===== src/rtl/div_unit.sv =====
// div_unit: iterative 32-bit radix-2 restoring divider for the EX stage.
// Latches operand magnitudes on start, runs 32 fixed iterations, applies
// sign fix-up and returns quotient and remainder with a one-cycle done.
module div_unit (
   input  logic        clk,
   input  logic        rst_n,
   input  logic [31:0] dividend,
   input  logic [31:0] divisor,
   input  logic [1:0]  op,
   input  logic        start,
   input  logic        cancel,
   output logic        is_running,
   output logic [31:0] quotient_out,
   output logic [31:0] remainder_out,
   output logic        done
);

   typedef enum logic [1:0] {IDLE, CALC, FINISH} state_t;

   state_t      state, state_nxt;
   logic [31:0] dvd_q;       // dividend shifts out, quotient bits shift in
   logic [31:0] dvs_q;       // divisor magnitude
   logic [32:0] prem_q;      // partial remainder
   logic [4:0]  cnt_q;
   logic        q_neg_q, r_neg_q;

   logic        signed_op;
   logic [31:0] abs_dvd, abs_dvs;
   logic [33:0] trial;
   logic        q_bit;
   logic [32:0] prem_nxt;
   logic [31:0] dvd_nxt;
   logic [31:0] q_fix, r_fix;
   logic        load, iterate, fire;

   // op[0] picks quotient vs remainder in EX; both are always returned here
   logic        unused_op0;
   assign unused_op0 = op[0];

   // Operand magnitudes; 0x80000000 negates to itself, which is the
   // correct unsigned magnitude.
   always_comb begin
      signed_op = ~op[1];
      abs_dvd   = (signed_op && dividend[31]) ? -dividend : dividend;
      abs_dvs   = (signed_op && divisor[31])  ? -divisor  : divisor;
   end

   // One restoring step: shift {prem, dvd} left, trial-subtract divisor.
   // Top bit of the 34-bit trial is the borrow, i.e. "result negative".
   always_comb begin
      trial    = {prem_q, dvd_q[31]} - {2'b00, dvs_q};
      q_bit    = ~trial[33];
      prem_nxt = q_bit ? trial[32:0] : {prem_q[31:0], dvd_q[31]};
      dvd_nxt  = {dvd_q[30:0], q_bit};
   end

   // Sign fix-up of the magnitude results
   always_comb begin
      q_fix = q_neg_q ? -dvd_q : dvd_q;
      r_fix = r_neg_q ? -prem_q[31:0] : prem_q[31:0];
   end

   // Next-state and control strobes; cancel always wins
   always_comb begin
      state_nxt = state;
      load      = 1'b0;
      iterate   = 1'b0;
      fire      = 1'b0;
      case (state)
         IDLE: begin
            if (start && !cancel) begin
               state_nxt = CALC;
               load      = 1'b1;
            end
         end
         CALC: begin
            if (cancel) begin
               state_nxt = IDLE;
            end else begin
               iterate = 1'b1;
               if (cnt_q == 5'd31) state_nxt = FINISH;
            end
         end
         FINISH: begin
            state_nxt = IDLE;
            fire      = ~cancel;
         end
         default: state_nxt = IDLE;
      endcase
   end

   // State register
   always_ff @(posedge clk or negedge rst_n) begin
      if (!rst_n) state <= IDLE;
      else        state <= state_nxt;
   end

   // Datapath registers: load on accept, iterate in CALC
   always_ff @(posedge clk or negedge rst_n) begin
      if (!rst_n) begin
         dvd_q   <= '0;
         dvs_q   <= '0;
         prem_q  <= '0;
         cnt_q   <= '0;
         q_neg_q <= 1'b0;
         r_neg_q <= 1'b0;
      end else if (load) begin
         dvd_q   <= abs_dvd;
         dvs_q   <= abs_dvs;
         prem_q  <= '0;
         cnt_q   <= '0;
         q_neg_q <= signed_op & (dividend[31] ^ divisor[31]);
         r_neg_q <= signed_op & dividend[31];
      end else if (iterate) begin
         dvd_q   <= dvd_nxt;
         prem_q  <= prem_nxt;
         cnt_q   <= cnt_q + 5'd1;
      end
   end

   // Result registers and done pulse; results hold until next completion
   always_ff @(posedge clk or negedge rst_n) begin
      if (!rst_n) begin
         done          <= 1'b0;
         quotient_out  <= '0;
         remainder_out <= '0;
      end else begin
         done <= fire;
         if (fire) begin
            quotient_out  <= q_fix;
            remainder_out <= r_fix;
         end
      end
   end

   assign is_running = (state != IDLE);

endmodule


===== config.mk =====
export PLATFORM = sky130hd
export DESIGN_NAME = div_unit
export DESIGN_NICKNAME = d
export VERILOG_FILES = /design/src/rtl/div_unit.sv
export SDC_FILE = /design/constraint.sdc
export NUM_CORES = 1
export LEC_CHECK = 0
export CORE_MARGIN = 2
export CORE_UTILIZATION = 55
export DETAILED_ROUTE_END_ITERATION = 6
export GPL_ROUTABILITY_DRIVEN = 0
export GPL_TIMING_DRIVEN = 0
export PLACE_DENSITY = 0.88
export SLEW_MARGIN = 20
export SYNTH_ARGS = -nofsm -noshare
export SYNTH_HDL_FRONTEND = slang
export SYNTH_SLANG_ARGS = --single-unit

===== constraint.sdc =====
create_clock -name clk -period 7.4 [get_ports clk]
set_input_delay 1.48 -clock clk [delete_from_list [all_inputs] [get_ports clk]]
set_output_delay 1.48 -clock clk [all_outputs]
set_load 0.05 [all_outputs]

==> flow_summary.json <==
{
  "regArea_sq_um": 4280,
  "final_hold_viol_count": 0,
  "diodes": 0,
  "async_flop_share_pct": 100,
  "critPathSlowestCell": "nor4_1",
  "startpoint_type": "input port",
  "worst_slew_pin_slew_ns": 0.898,
  "synthTopCellsByArea": "dfrtp_1 (39%), o21ai_0 (9.1%), xor2_1 (7.8%), nand2_1 (6.6%), ha_1 (4.3%)",
  "powerDensity_nw_per_um2": 361,
  "cts_resized": 0,
  "post-cts-setup-buffers": 0,
  "slew_violations": 0,
  "crit_start": "dividend[10]",
  "vias_per_cell": 6.03,
  "cts_root_buf": "clkbuf_16",
  "power_mw": 4.80,
  "synthToLayoutAreaGrowth_pct": 21.2,
  "drt_iter0_drc": 1074,
  "period_needed_ns": 4.19,
  "holdCritStartpoint": "quotient_out[14]$_DFFE_PN0P_",
  "dpl_cell_area_sq_um": 12700,
  "worst-path-max-fanout": 5,
  "worst_slack_ns": 3.21,
  "synth_cell_type_count": 62,
  "cp.arrival_ns": 4.48,
  "drive_gt1_share_pct": 4.03,
  "synth-edff-count": 0,
  "die_h_um": 145,
  "status": "complete, but fails checks",
  "synth_area_sq_um": 11000,
  "port_buffers": 134,
  "setup.worst_path.class": "in2reg",
  "synth_ff_type": "dfrtp_1",
  "fin_worst_skew_ns": 0.00597,
  "cp-end-kind": "register",
  "reg2reg_to": "prem_q[26]$_DFFE_PN0P_",
  "cts-buffers-inserted": 17,
  "failed_checks": "DRC",
  "synth_top_area_share_pct": 39.0,
  "crit-reg2reg-launch": "prem_q[17]$_DFFE_PN0P_",
  "dp_hpwl_um": 22200,
  "setup_viol": 0,
  "worst-path-buf-inv": 1,
  "antenna_found_initial": 0,
  "path_common_cell": "or4_4",
  "holdPathEnd": "quotient_out[14]$_DFFE_PN0P_",
  "vias": 10267,
  "synth-seq-cells": 171,
  "grt_pass1_wl_um": 49300,
  "cts_tree": "built",
  "htree_num_levels": 4,
  "min_delay_path_depth": 2,
  "syn_area_per_cell_sq_um": 8.63,
  "wl_um": 30000,
  "cp.required_ns": 7.69,
  "multi_input_area_sq_um": 6240,
  "ios": 136,
  "maxCapViolations": 0,
  "fin_nets": 1535,
  "dp_slack_ns": 2.79,
  "synth-seq-area-share_pct": 39.0,
  "dieArea_sq_um": 21100,
  "overflow": 0,
  "worst_path_largest_cell_delay_ns": 0.68,
  "drc": 1,
  "nFillCells": 1507,
  "grt_max_degree": 89,
  "ant_nets": 0,
  "reg2regPathDepth": 11,
  "clk_latency_ns": 0.43,
  "core_sq_um": 19500,
  "rsz0062_at_grt": "no",
  "max_freq_mhz": 239,
  "synth_top_cell_by_area": "dfrtp_1",
  "finalInstanceArea_sq_um": 13300,
  "rrSetupSlack_ns": 3.71,
  "rows": 51,
  "cts_buffer_depth": 2,
  "firstDrtPassIters": 7,
  "cp_top_family": "simple AND/OR/NAND/NOR gates",
  "wl_per_cell_um": 17.6,
  "synthCells": 1272,
  "clkTransAtPathRegs_ns": 0.06,
  "syn_nets": 1381,
  "hold_class": "reg2reg",
  "timing.slew.headroom_pct": 39.3,
  "final.period_utilization_pct": 56.7,
  "worstPathCellList": "clkdlybuf4s50_1 -> nor3_2 -> nand2_1 -> or4_4 -> or4_4 -> nor4_1 -> a21oi_1 -> xnor2_1 -> o21ai_0",
  "irDropWorstVdd_uv": 247,
  "ctsHoldBuffers": 0,
  "clkSinkCount": 171,
  "p_leak_nw": 5.68,
  "initial_utilization_pct": 56.2,
  "die_w_um": 145,
  "synth_warnings": 0,
  "grt_pass1_vias": 9920,
  "grt.total_usage_pct": 28.4
}
==> cell usage after synthesis, drive strengths merged, types with 3 or more instances <==
library cell,instances
nor2,42
dfrtp,171
o31ai,28
a21oi,58
nor3,21
a41oi,4
buf,10
and2,6
or4,15
nand4,9
xnor2,52
or2,4
o22ai,3
clkbuf,56
nor4,9
o211ai,6
nor2b,8
nand3,18
nand2b,14
and3,8
mux2i,29
a31oi,8
a211oi,5
ha,38
o41ai,15
or3,13
inv,54
a22oi,30
xor2,98
nand2,194
a21o,13
o21ai,205
a22o,3
==> logic make-up (layout without fill, tap and decap cells) <==
group | Yosys count | after routing | synth area share [%]
xor+xnor | 150 | 150 | 12.0
compound gates | 396 | 396 | 21.7
mux | 29 | 29 | 2.65
buf+inv | 120 | 287 | 4.13
fa+ha+maj | 39 | 39 | 4.51
simple gates | 367 | 367 | 16.1
flops | 171 | 171 | 39.0
==> metal layers <==
metal  vias to the layer above  part of all wire [%]  global-route usage, %
li1                       4827                     -                      -
met1                      4849                    43                   39.1
met2                       505                    46                   45.4
met3                        86                   8.4                   5.47
met4                         0                   2.5                   9.51
met5                         -                     0                      0
==> power breakdown <==
| part | switching [mW] | leakage (nW) | internal (mW) |
|---|---|---|---|
| clock | 0.373 | 0.305 | 0.584 |
| combinational | 1.40 | 3.12 | 1.03 |
| sequential | 0.305 | 2.26 | 1.11 |
| total | 2.08 | 5.68 | 2.72 |
==> worst max path at each step <==
stage | to | cells past startpoint
after floorplan | dvd_q[28]$_DFFE_PN0P_ | 8
after global placement | remainder_out[7]$_DFFE_PN0P_ | 1
after detailed placement | dvs_q[30]$_DFFE_PN0P_ | 10
after CTS | dvd_q[28]$_DFFE_PN0P_ | 9
after global routing | dvs_q[30]$_DFFE_PN0P_ | 10
final | dvd_q[25]$_DFFE_PN0P_ | 9
==> stage by stage <==
step           std cells  hold slack, ns  utilization [%]  TNS [ns]
2_1_floorplan       1272           0.450                -         0
3_3_place_gp        1671           0.461             64.8   -300.28
3_5_place_dp        1672           0.469             64.9         0
4_1_cts             1704           0.483             68.1         0
5_1_grt             1704           0.504             68.1         0
6_report            1704           0.478             68.1         0
==> layout by cell type, fill, tap and decap left out, drive strengths merged, types with 28 or more instances in the layout <==
cell type / Yosys / final
inv: 54 / 56
nor2: 42 / 42
nand2: 194 / 194
clkdlybuf4s50: 0 / 133
mux2i: 29 / 29
o31ai: 28 / 28
a21oi: 58 / 58
xor2: 98 / 98
o21ai: 205 / 205
ha: 38 / 38
clkbuf: 56 / 78
a22oi: 30 / 30
xnor2: 52 / 52
dfrtp: 171 / 171
==> layout make-up <==
class	count	area share [%]
clock inverter	10	1.20
sequential	171	32.2
inverter	54	1.52
buffer	66	1.88
timing repair buffer	135	10.3
clock buffer	22	3.49
multi-input combinational	981	46.9
tap	265	2.49
==> sequential cells by signal, summed over array words and instances (netlist names) <==
signal,flops
dvd_q,32
state,2
q_neg_q,1
cnt_q,5
remainder_out,32
quotient_out,32
prem_q,33
done,1
r_neg_q,1
dvs_q,32
==> worst register-to-register path, cell delays in order (launching register included) <==
cell and delay [ns]:
dfrtp_1 0.48, ha_1 0.43, a21o_1 0.23, a31o_2 0.28, a2111oi_0 0.43, a221oi_1 0.14, a41oi_1 0.19, nand2_1 0.12
xor2_1 0.39, clkbuf_1 0.50, nand2_1 0.20, o21ai_0 0.20
Power figures use the tool's default switching activity.
